File: src/rtl/sprite_rle_loader.sv
// Expands (count, index) RLE byte pairs into raster-order BRAM writes, one pixel per cycle.
// A run costs two handshake cycles plus one write per pixel; byte_valid_in gaps stall the loader.
module sprite_rle_loader #(
  parameter int WIDTH  = 256,
  parameter int HEIGHT = 256,
  parameter int AW     = $clog2(WIDTH * HEIGHT)
) (
  input  logic          pixel_clk_in,
  input  logic          rst_in,
  input  logic          start_in,
  input  logic [7:0]    byte_in,
  input  logic          byte_valid_in,
  output logic          byte_ready_out,
  output logic [AW-1:0] wr_addr_out,
  output logic [7:0]    wr_data_out,
  output logic          wr_en_out,
  output logic          busy_out,
  output logic          done_out,
  output logic          error_out
);

  localparam logic [AW:0] FRAME_PIX = (AW+1)'(WIDTH * HEIGHT);
  localparam logic [AW:0] ONE_PIX   = (AW+1)'(1);

  typedef enum logic [2:0] {
    IDLE,
    GET_COUNT,
    GET_INDEX,
    WRITE,
    DONE
  } state_t;

  state_t      state;
  state_t      state_nxt;
  logic [8:0]  run_len;
  logic [AW:0] pixels_left;
  logic        last_pix;
  logic        run_end;

  assign byte_ready_out = (state == GET_COUNT) || (state == GET_INDEX);
  assign last_pix       = (pixels_left == ONE_PIX);
  assign run_end        = (run_len == 9'd1);

  always_ff @(posedge pixel_clk_in) begin
    if (rst_in) begin
      state <= IDLE;
    end else begin
      state <= state_nxt;
    end
  end

  always_comb begin
    state_nxt = state;
    case (state)
      IDLE:      if (start_in) state_nxt = GET_COUNT;
      GET_COUNT: if (byte_valid_in) state_nxt = GET_INDEX;
      GET_INDEX: if (byte_valid_in) state_nxt = WRITE;
      // Frame end wins over run end; any leftover run length is an overrun.
      WRITE: begin
        if (last_pix) begin
          state_nxt = DONE;
        end else if (run_end) begin
          state_nxt = GET_COUNT;
        end
      end
      DONE:      state_nxt = IDLE;
      default:   state_nxt = IDLE;
    endcase
  end

  always_ff @(posedge pixel_clk_in) begin
    if (rst_in) begin
      run_len     <= '0;
      pixels_left <= '0;
      wr_addr_out <= '0;
      wr_data_out <= '0;
      wr_en_out   <= 1'b0;
      busy_out    <= 1'b0;
      done_out    <= 1'b0;
      error_out   <= 1'b0;
    end else begin
      case (state)
        IDLE: begin
          if (start_in) begin
            busy_out    <= 1'b1;
            wr_addr_out <= '0;
            pixels_left <= FRAME_PIX;
            error_out   <= 1'b0;
          end
        end
        GET_COUNT: begin
          if (byte_valid_in) run_len <= {1'b0, byte_in} + 9'd1;
        end
        GET_INDEX: begin
          if (byte_valid_in) begin
            wr_data_out <= byte_in;
            wr_en_out   <= 1'b1;
          end
        end
        WRITE: begin
          run_len     <= run_len - 9'd1;
          pixels_left <= pixels_left - ONE_PIX;
          // The address is held on the final pixel so it never wraps inside a frame.
          if (last_pix) begin
            wr_en_out <= 1'b0;
            busy_out  <= 1'b0;
            done_out  <= 1'b1;
            if (!run_end) error_out <= 1'b1;
          end else begin
            wr_addr_out <= wr_addr_out + AW'(1);
            if (run_end) wr_en_out <= 1'b0;
          end
        end
        DONE: begin
          done_out <= 1'b0;
        end
        default: begin
          wr_en_out <= 1'b0;
        end
      endcase
    end
  end

endmodule
File: config.mk
export PLATFORM = sky130hd
export DESIGN_NAME = sprite_rle_loader
export DESIGN_NICKNAME = d
export VERILOG_FILES = /design/src/rtl/sprite_rle_loader.sv
export SDC_FILE = /design/constraint.sdc
export NUM_CORES = 1
export LEC_CHECK = 0
export ABC_AREA = 0
export BUFFER_PORTS_ARGS = -buffer_cell sky130_fd_sc_hd__buf_2
export CORE_ASPECT_RATIO = 0.6
export CORE_MARGIN = 2
export CORE_UTILIZATION = 51
export CTS_CLUSTER_DIAMETER = 40
export DETAILED_ROUTE_END_ITERATION = 7
export PLACE_DENSITY = 0.75
export SLEW_MARGIN = 20
export SYNTH_ARGS = -nofsm -noshare
export SYNTH_HDL_FRONTEND = slang
export SYNTH_SLANG_ARGS = --single-unit
File: constraint.sdc
create_clock -name pixel_clk_in -period 2 [get_ports pixel_clk_in]
set_input_delay 0.2 -clock pixel_clk_in [delete_from_list [all_inputs] [get_ports pixel_clk_in]]
set_output_delay 0.2 -clock pixel_clk_in [all_outputs]
set_load 0.005 [all_outputs]
==> flow_summary.json <==
{
  "synth_warnings": 0,
  "netlist_area_um2": 2880,
  "fin_nets": 422,
  "drive_above_1_share": 0.216,
  "routed_wl_mm": 7.01,
  "synth.distinct_cells": 47,
  "dr.pass1.iters": 4,
  "fmax_ghz": 0.520,
  "min_path_type": "in -> reg",
  "cp_data_arrival_time_ns": 2.20,
  "seq_area_frac_synth": 0.396,
  "wl_per_cell_um": 14.7,
  "hold_violations": 0,
  "gp_congestion": 0.876,
  "cp.required_ns": 2.27,
  "period_share": 0.962,
  "area_growth_pct": 21.2,
  "async_flop_share": 0,
  "finClkSkew_ns": 0.00776,
  "n_fill_cell": 499,
  "htree_levels": 3,
  "first_iter_violations": 239,
  "via_per_inst": 5.73,
  "whs_endpoint": "wr_data_out[7]",
  "seqCellArea_um2": 1140,
  "drv_slew": 0,
  "grt_max_degree": 22,
  "die_x_um": 101,
  "peakVddDrop_uv": 624,
  "cts_num_sinks": 57,
  "tns_ns": 0,
  "cts_tree": "yes",
  "worstMarginPinSlew_ns": 0.513,
  "port_buffers": 40,
  "crit_fanout": 5,
  "grt_pass1_vias": 2488,
  "cp_cell_sequence": "or4_4 > or3_4 > or4_1 > a21oi_1",
  "fp-row-count": 21,
  "multi_input_area_um2": 1660,
  "r2r_end": "pixels_left[10]",
  "whs_path_depth": 3,
  "synth_area_per_cell_um2": 8.36,
  "crit_path_max_incr_delay_ns": 0.57,
  "rsz0062_at_grt": "no",
  "overflow": 0,
  "crit_type": "reg -> reg",
  "min_from": "byte_in[7]",
  "ys_ff_latch": 57,
  "min_period_ns": 1.92,
  "cp_num_buf_inv": 0,
  "antenna_found_initial": 0,
  "p_per_area_nw_per_um2": 1130,
  "cts_inserted_buffers": 9,
  "r2r_slack_ns": 0.08,
  "slew_headroom": 0.649,
  "ys.flop_type": "dfxtp_1",
  "cap_violations": 0,
  "ant_nets": 0,
  "r2r_cells": 4,
  "path_clk_slew_ns": 0.06,
  "clk_path_buf_depth": 2,
  "fin_util": 0.633,
  "synth_enable_flop_cells": 0,
  "slowest_stage": "or4_4",
  "diodes": 0,
  "ios": 41,
  "status": "completed",
  "initial_utilization": 0.522,
  "die-area_um2": 6290,
  "clockRootBuffer": "clkbuf_8",
  "cp-start-kind": "register",
  "crit_family": "simple AND/OR/NAND/NOR gates",
  "clk_latency_ns": 0.34,
  "fp.dieH_um": 62.2,
  "end_kind": "register",
  "syn_nets": 363,
  "syn_inst": 345,
  "hpwl_mm": 5.07,
  "grt_pass1_wl_mm": 11.8,
  "dr_total_vias": 2731,
  "grt_usage": 0.239,
  "leakagePower_nw": 1.33,
  "worstReg2RegStart": "pixels_left[4]",
  "setup_viol_count_final": 0,
  "drc_errors": 0,
  "coreArea_um2": 5520
}
worst max-delay path by stage:
stage | startpoint | end | slack [ns] | cells after the start
2_1_floorplan | pixels_left[11] | state[0] | 0.07 | 6
3_3_place_gp | pixels_left[12] | wr_addr_out[5] | 0.07 | 6
3_5_place_dp | pixels_left[12] | wr_addr_out[5] | 0.02 | 6
4_1_cts | pixels_left[12] | wr_addr_out[5] | 0.007 | 6
5_1_grt | pixels_left[4] | pixels_left[10] | 0.005 | 4
6_report | pixels_left[4] | pixels_left[10] | 0.08 | 4
repair_timing:
item                                    CTS  global route
resized for setup                         0             9
endpoints found under the setup margin    0            14
setup buffers                             0             2
hold buffers                              0             0
area by class of cell:
cell class / instances / area share
Multi-Input combinational cell: 263 / 0.474
Sequential cell: 57 / 0.327
Timing Repair Buffer: 65 / 0.116
Clock buffer: 11 / 0.0376
Tap cell: 69 / 0.0247
Clock inverter: 4 / 0.0129
Inverter: 8 / 0.00859
cell usage in the layout, fill, tap and decap left out, types with 7 or more instances in the layout:
master and n:
nand2_1 23, xnor2_1 15, a21oi_1 33, buf_4 23
dfxtp_1 57, inv_1 8, o21ai_0 9, nor2_1 43
mux2i_1 8, buf_2 40, nand3_1 22, nor3_1 7
clkbuf_8 9
synth_stat cells, types with 4 or more instances:
| cell | count | area [um^2] |
|---|---|---|
| a2111oi_0 | 9 | 78.8 |
| a211oi_1 | 6 | 45.0 |
| nand3_1 | 22 | 110 |
| nor2_1 | 43 | 161 |
| nand2_1 | 23 | 86.3 |
| nand3b_1 | 4 | 30.0 |
| o211ai_1 | 5 | 37.5 |
| or4_1 | 6 | 45.0 |
| o31ai_1 | 5 | 37.5 |
| xor2_1 | 4 | 35.0 |
| a31oi_1 | 4 | 25.0 |
| nor3_1 | 7 | 35.0 |
| mux2i_1 | 8 | 80.1 |
| dfxtp_1 | 57 | 1140 |
| ha_1 | 6 | 75.1 |
| and3_1 | 4 | 25.0 |
| nand4_1 | 5 | 31.3 |
| buf_2 | 4 | 20.0 |
| clkbuf_1 | 12 | 45.0 |
| a21oi_1 | 33 | 165 |
| inv_1 | 8 | 30.0 |
| xnor2_1 | 15 | 131 |
| or3_1 | 6 | 37.5 |
| nor4_1 | 5 | 31.3 |
| nand2b_1 | 4 | 25.0 |
| o21ai_0 | 9 | 45.0 |
flip-flops by register name (all words and copies together), names as in the netlist:
register     count
error_out        1
wr_en_out        1
run_len          9
state            3
pixels_left     17
busy_out         1
done_out         1
wr_addr_out     16
wr_data_out      8
per-stage QoR:
step                      setup slack [ns]  area, um^2  power (mW)  hold slack (ns)  cells
after CTS                          0.00692        3460        3.92            0.126    475
after floorplan                     0.0683        2880        2.47            0.347    345
after detailed placement            0.0172        3290        2.90            0.444    460
after global routing               0.00496        3490        4.24            0.167    477
final                               0.0767        3490        3.96            0.138    477
after global placement              0.0728        3290        2.86            0.432    460
kinds of logic (layout without fill, tap and decap cells):
group           after synthesis  count (layout)  synth area share
simple gates                144             144             0.263
compound gates               85              85             0.191
flops                        57              57             0.396
buf+inv                      25              88            0.0343
xor+xnor                     19              19            0.0577
mux                           9               9            0.0317
fa+ha+maj                     6               6            0.0260
report_power, final:
part	internal, mW	total (mW)	switching (mW)
logic	0.621	1.50	0.877
clock network	0.562	1.00	0.440
registers	1.31	1.46	0.156
total	2.49	3.96	1.47
worst register-to-register path: stages (launching register included):
cell,delay [ns]
dfxtp_1,0.31
or4_4,0.57
or3_4,0.36
or4_1,0.48
a21oi_1,0.14
per-layer routing:
| metal | vias up | GRT usage | share of wire |
|---|---|---|---|
| met3 | 8 | 0.0901 | 0.061 |
| li1 | 1389 | - | - |
| met2 | 62 | 0.311 | 0.40 |
| met5 | - | 0 | 0 |
| met1 | 1272 | 0.364 | 0.53 |
| met4 | 0 | 0.0625 | 0.0087 |
(Power assumes the default switching activity.)
